$ cat config.mk
export PLATFORM = sky130hd
export DESIGN_NAME = icache_dm
export DESIGN_NICKNAME = d
export VERILOG_FILES = /design/src/rtl/icache_dm.sv
export SDC_FILE = /design/constraint.sdc
export NUM_CORES = 1
export LEC_CHECK = 0
export CAP_MARGIN = 20
export CORE_MARGIN = 2
export CORE_UTILIZATION = 40
export DETAILED_ROUTE_END_ITERATION = 7
export PLACE_DENSITY_LB_ADDON = 0.12
export SLEW_MARGIN = 10
export SYNTH_ARGS = -nofsm -noshare
export SYNTH_HDL_FRONTEND = slang
export SYNTH_SLANG_ARGS = --single-unit
$ cat constraint.sdc
create_clock -name clk -period 36.4 [get_ports clk]
set_input_delay 3.64 -clock clk [delete_from_list [all_inputs] [get_ports clk]]
set_output_delay 3.64 -clock clk [all_outputs]
set_load 0.1 [all_outputs]
$ cat src/rtl/icache_dm.sv
// Read-only direct-mapped instruction cache: combinational hits, single-line refill on miss.
// Define ICACHE_PERF_EN to add saturating hit_cnt/miss_cnt outputs.
module icache_dm #(
    parameter int INDEX_W = 3
) (
    input  logic         clk,
    input  logic         rst,
    input  logic         proc_read,
    input  logic         proc_write,
    input  logic [29:0]  proc_addr,
    input  logic [31:0]  proc_wdata,
    output logic [31:0]  proc_rdata,
    output logic         proc_stall,
    output logic         mem_read,
    output logic         mem_write,
    output logic [27:0]  mem_addr,
    output logic [127:0] mem_wdata,
    input  logic [127:0] mem_rdata,
`ifdef ICACHE_PERF_EN
    output logic [15:0]  hit_cnt,
    output logic [15:0]  miss_cnt,
`endif
    input  logic         mem_ready
);
    localparam int TAG_W = 28 - INDEX_W;
    localparam int LINES = 2 ** INDEX_W;

    typedef enum logic {S_IDLE = 1'b0, S_FETCH = 1'b1} state_t;

    // Handshake: mem_read stays high from the miss until the cycle mem_ready is sampled high;
    // mem_ready is a one-cycle pulse qualifying mem_rdata and is ignored outside FETCH.
    state_t                  state_q, state_d;
    logic [LINES-1:0]        valid_q, valid_d;
    logic [TAG_W-1:0]        tag_q  [LINES];
    logic [TAG_W-1:0]        tag_d  [LINES];
    logic [3:0][31:0]        data_q [LINES];
    logic [3:0][31:0]        data_d [LINES];
    logic                    mem_read_q, mem_read_d;
    logic [27:0]             mem_addr_q, mem_addr_d;

    logic [INDEX_W-1:0]      idx;
    logic [TAG_W-1:0]        addr_tag;
    logic [INDEX_W-1:0]      fill_idx;
    logic [TAG_W-1:0]        fill_tag;
    logic                    hit;
    logic                    miss_start;
    logic                    unused_ok;

    assign unused_ok = ^{proc_write, proc_wdata};

    always_comb begin
        idx        = proc_addr[INDEX_W+1:2];
        addr_tag   = proc_addr[29:INDEX_W+2];
        fill_idx   = mem_addr_q[INDEX_W-1:0];
        fill_tag   = mem_addr_q[27:INDEX_W];
        hit        = proc_read && valid_q[idx] && (tag_q[idx] == addr_tag) && (state_q == S_IDLE);
        miss_start = proc_read && !hit && (state_q == S_IDLE);

        proc_rdata = hit ? data_q[idx][proc_addr[1:0]] : 32'd0;
        proc_stall = (state_q == S_FETCH) || (proc_read && !hit);

        state_d    = state_q;
        valid_d    = valid_q;
        tag_d      = tag_q;
        data_d     = data_q;
        mem_read_d = mem_read_q;
        mem_addr_d = mem_addr_q;

        case (state_q)
            S_IDLE: begin
                if (miss_start) begin
                    mem_addr_d = proc_addr[29:2];
                    mem_read_d = 1'b1;
                    state_d    = S_FETCH;
                end
            end
            S_FETCH: begin
                // The latched line is installed even if the core has moved on.
                if (mem_ready) begin
                    data_d[fill_idx]  = mem_rdata;
                    tag_d[fill_idx]   = fill_tag;
                    valid_d[fill_idx] = 1'b1;
                    mem_read_d        = 1'b0;
                    state_d           = S_IDLE;
                end
            end
            default: state_d = S_IDLE;
        endcase
    end

    always_ff @(posedge clk) begin
        if (rst) begin
            state_q    <= S_IDLE;
            valid_q    <= '0;
            mem_read_q <= 1'b0;
            mem_addr_q <= 28'd0;
        end else begin
            state_q    <= state_d;
            valid_q    <= valid_d;
            mem_read_q <= mem_read_d;
            mem_addr_q <= mem_addr_d;
        end
    end

    always_ff @(posedge clk) begin
        tag_q  <= tag_d;
        data_q <= data_d;
    end

    assign mem_read  = mem_read_q;
    assign mem_addr  = mem_addr_q;
    assign mem_write = 1'b0;
    assign mem_wdata = 128'd0;

`ifdef ICACHE_PERF_EN
    logic [15:0] hit_cnt_q, hit_cnt_d;
    logic [15:0] miss_cnt_q, miss_cnt_d;

    always_comb begin
        hit_cnt_d  = hit_cnt_q;
        miss_cnt_d = miss_cnt_q;
        if (hit && (hit_cnt_q != 16'hFFFF)) hit_cnt_d = hit_cnt_q + 16'd1;
        if (miss_start && (miss_cnt_q != 16'hFFFF)) miss_cnt_d = miss_cnt_q + 16'd1;
    end

    always_ff @(posedge clk) begin
        if (rst) begin
            hit_cnt_q  <= 16'd0;
            miss_cnt_q <= 16'd0;
        end else begin
            hit_cnt_q  <= hit_cnt_d;
            miss_cnt_q <= miss_cnt_d;
        end
    end

    assign hit_cnt  = hit_cnt_q;
    assign miss_cnt = miss_cnt_q;
`endif
endmodule

==> metrics <==
synth-to-layout area growth=16.7%; Comb power frac=7.0%; Pwr Density=55.9 nW/um^2; Overall Global Routing Usage=17.6%; Switching Share=22.0%; Clock Power Share=between 40% and 50%; Setup TNS=0 ps; Final GP Congestion=0.708; Synth Area per Inst=22.9 um^2; total power=3.20 mW; antenna viol nets, final=0; critical-path maximum fanout=79; share of layout cells above drive strength 1=23.8%; Post-synth EDFFs=1,224; row count=128; Worst Hold End=valid_q[6]; FMAX=76.6 MHz; dpl cells=3,931; Final Hold Fails=0; Clock Sinks=1,262; fin cells=4,182; M3 GR Usage=4.27%; clk_lat worst skew=between 700 and 800 ps; Top Usage Layer GRT=met2; Critical Path Start=proc_addr[2]; initial antenna violation count=27; Port Buf Inserts=about 220; reg2reg setup slack=approximately 32,000 ps; Max VDD drop=0.0000405 V; Clock Path Buffers=3; die footprint=around 130,000 um^2; endpoint class of the critical path=primary output; Cell Area, Placed=52,800 um^2; worst setup path class=in -> out; Die H=354 um; Sequential Power Share=50.5%; Worst Hold Class=reg -> reg; die width=354 um; Syn Inst Count=2,146; run status=finished clean; Required @ worst endpoint=32,760 ps; worst hold start=valid_q[6]; Total Routed Length=110,000 um; Synth Register Bits=1,262; via count of the routed design=21,800; RSZ-0062 raised after global routing=false; ys async rst share=0%; r2r endpoint=mem_read; YS warnings=0; CP Data Arrival Time=9410 ps; Max Cap Viol=0; Initial Util=40.3%; Vias/cell=approximately 5.2; post-DR wirelength/cell=26.2 um; largest net degree at the start of global routing=112; fin crit share=35.8%; Reg clk slew, reported paths=roughly 60 ps; count of final setup violators=0; post_cts resized=0; Final Instance Area=57,300 um^2; minimum clock period=13,050 ps; grt met1 use=21.7%; Net Sw Power=0.704 mW; cts bufs inserted=137; drt drc=0; vias in the first global route=~23,000; clock skew=25.5 ps; core area=122,000 um^2; Final nets=2,641; IO Pins=386; HPWL after DPL=59,500 um; gr ovfl total=0; worst slew pin tran=around 1200 ps; Root Driver=clkbuf_16; fillers=10,100; Worst Reg-to-Reg Cells=8; synthesized cell area=just under 50,000 um^2; hold_buf cts=0; crit start category=input pin; H-tree Lvls=4; first-pass GRT wire length=160,000 um; top_reg_cell synth=edfxtp_1; post-synthesis sequential area ratio=roughly three quarters; post-layout util=47.0%; Lkg Pwr=roughly 18 nW; Detailed Routing Iterations Pass 1=5; Yosys cell types=37; TritonCTS clock tree=built; # Post-CTS Setup Buffers=0; met2 Resource Use GR=30.8%; cell count of the worst hold path=1; Pins Over Slew Limit=0; Internal=2.50 mW; reg2reg start=tag_q[145]; detailed router's first-iteration violation count=1,417; Rel. slew slack=20.3%
==> stage by stage <==
stage	hold slack (ps)	setup WS [ps]
5_1_grt	491	23070
3_3_place_gp	451	22920
4_1_cts	471	23220
2_1_floorplan	435	21190
3_5_place_dp	456	23240
6_report	473	23350
==> worst max-delay path, stage by stage <==
cell,delay [ps]
buf_8,560
buf_4,630
mux4_2,580
mux2i_1,220
xor2_1,180
nand2_1,100
nor4_1,780
nand4_4,830
nor2_1,530
clkdlybuf4s50_1,1210
==> final cells by class <==
cell class | count | area (um^2) | share of cell area, %
clock buffer | 186 | 3760 | 6.57
antenna | 2 | 5.00 | 0.00874
sequential | 1262 | 37500 | 65.5
timing repair buffer | 265 | 2630 | 4.59
inverter | 1 | 3.75 | 0.00656
clock inverter | 62 | 653 | 1.14
multi-input combinational | 779 | 10700 | 18.6
tap | 1625 | 2030 | 3.55
==> power by group through the flow <==
| stage | combinational, mW | clock, mW | sequential (mW) |
|---|---|---|---|
| 2_1_floorplan | 0.155 | 0 | 1.66 |
| 3_3_place_gp | 0.227 | 0 | 1.65 |
| 3_5_place_dp | 0.230 | 0 | 1.65 |
| 4_1_cts | 0.230 | 1.40 | 1.62 |
| 5_1_grt | 0.238 | 1.45 | 1.62 |
| 6_report | 0.225 | 1.36 | 1.62 |
==> per-layer routing <==
metal  wire length, um  vias to the layer above
li1                  -                     9327
met4              2300                       30
met1             43900                    11700
met5               193                        -
met3              5930                      193
met2             57400                      543
==> cells by family (layout without fill, tap and decap cells) <==
| group | Yosys count | after routing | synth area share, % |
|---|---|---|---|
| XOR/XNOR | 19 | 19 | 0.339 |
| multiplexers | 462 | 462 | 18.6 |
| flip-flops | 1262 | 1262 | 76.4 |
| AO/OA/AOI/OAI | 25 | 25 | 0.342 |
| buffers and inverters | 233 | 514 | 2.97 |
| other | 1 | 131 | 0.00764 |
| AND/OR/NAND/NOR | 144 | 144 | 1.26 |
==> cells in the final DEF, fill, tap and decap left out, types with 4 or more instances in the layout <==
| cell | count |
|---|---|
| edfxtp_1 | 1224 |
| mux4_2 | 361 |
| clkdlybuf4s50_1 | 216 |
| clkbuf_16 | 143 |
| conb_1 | 129 |
| mux2i_1 | 95 |
| nand2_1 | 62 |
| nor2_1 | 48 |
| clkbuf_1 | 41 |
| buf_4 | 39 |
| dfxtp_1 | 38 |
| clkinv_1 | 29 |
| xor2_1 | 16 |
| bufinv_16 | 13 |
| clkinv_2 | 10 |
| a22oi_1 | 8 |
| nor2_4 | 6 |
| mux2_2 | 6 |
| inv_6 | 6 |
| o21a_1 | 5 |
| buf_12 | 5 |
| nand3_1 | 4 |
| o22ai_1 | 4 |
==> registers in the layout, indices dropped and copies added (netlist names) <==
register / flops
mem_addr: 28
valid_q: 8
tag_q: 200
state_q: 1
data_q: 1024
mem_read: 1
==> how the worst max path moves through the flow <==
stage	depth (start not counted)	slack [ps]	endpoint
2_1_floorplan	3	21190	data_q[1000]
6_report	10	23350	proc_rdata[10]
5_1_grt	10	23070	proc_rdata[10]
3_5_place_dp	10	23240	proc_rdata[10]
4_1_cts	10	23220	proc_rdata[10]
3_3_place_gp	10	22920	proc_rdata[10]
==> cells in the mapped netlist, drive strengths merged, types with 4 or more instances <==
| cell type | number | area share [%] |
|---|---|---|
| mux2 | 6 | 0.14 |
| nor2 | 54 | 0.41 |
| buf | 193 | 2.7 |
| mux4 | 361 | 17 |
| nand3 | 4 | 0.041 |
| a22oi | 8 | 0.12 |
| xor2 | 16 | 0.29 |
| mux2i | 95 | 1.9 |
| o22ai | 4 | 0.051 |
| clkbuf | 39 | 0.30 |
| o21a | 5 | 0.076 |
| edfxtp | 1224 | 75 |
| nand2 | 62 | 0.47 |
| dfxtp | 38 | 1.6 |
No activity file was read; power rests on OpenSTA's default activity.
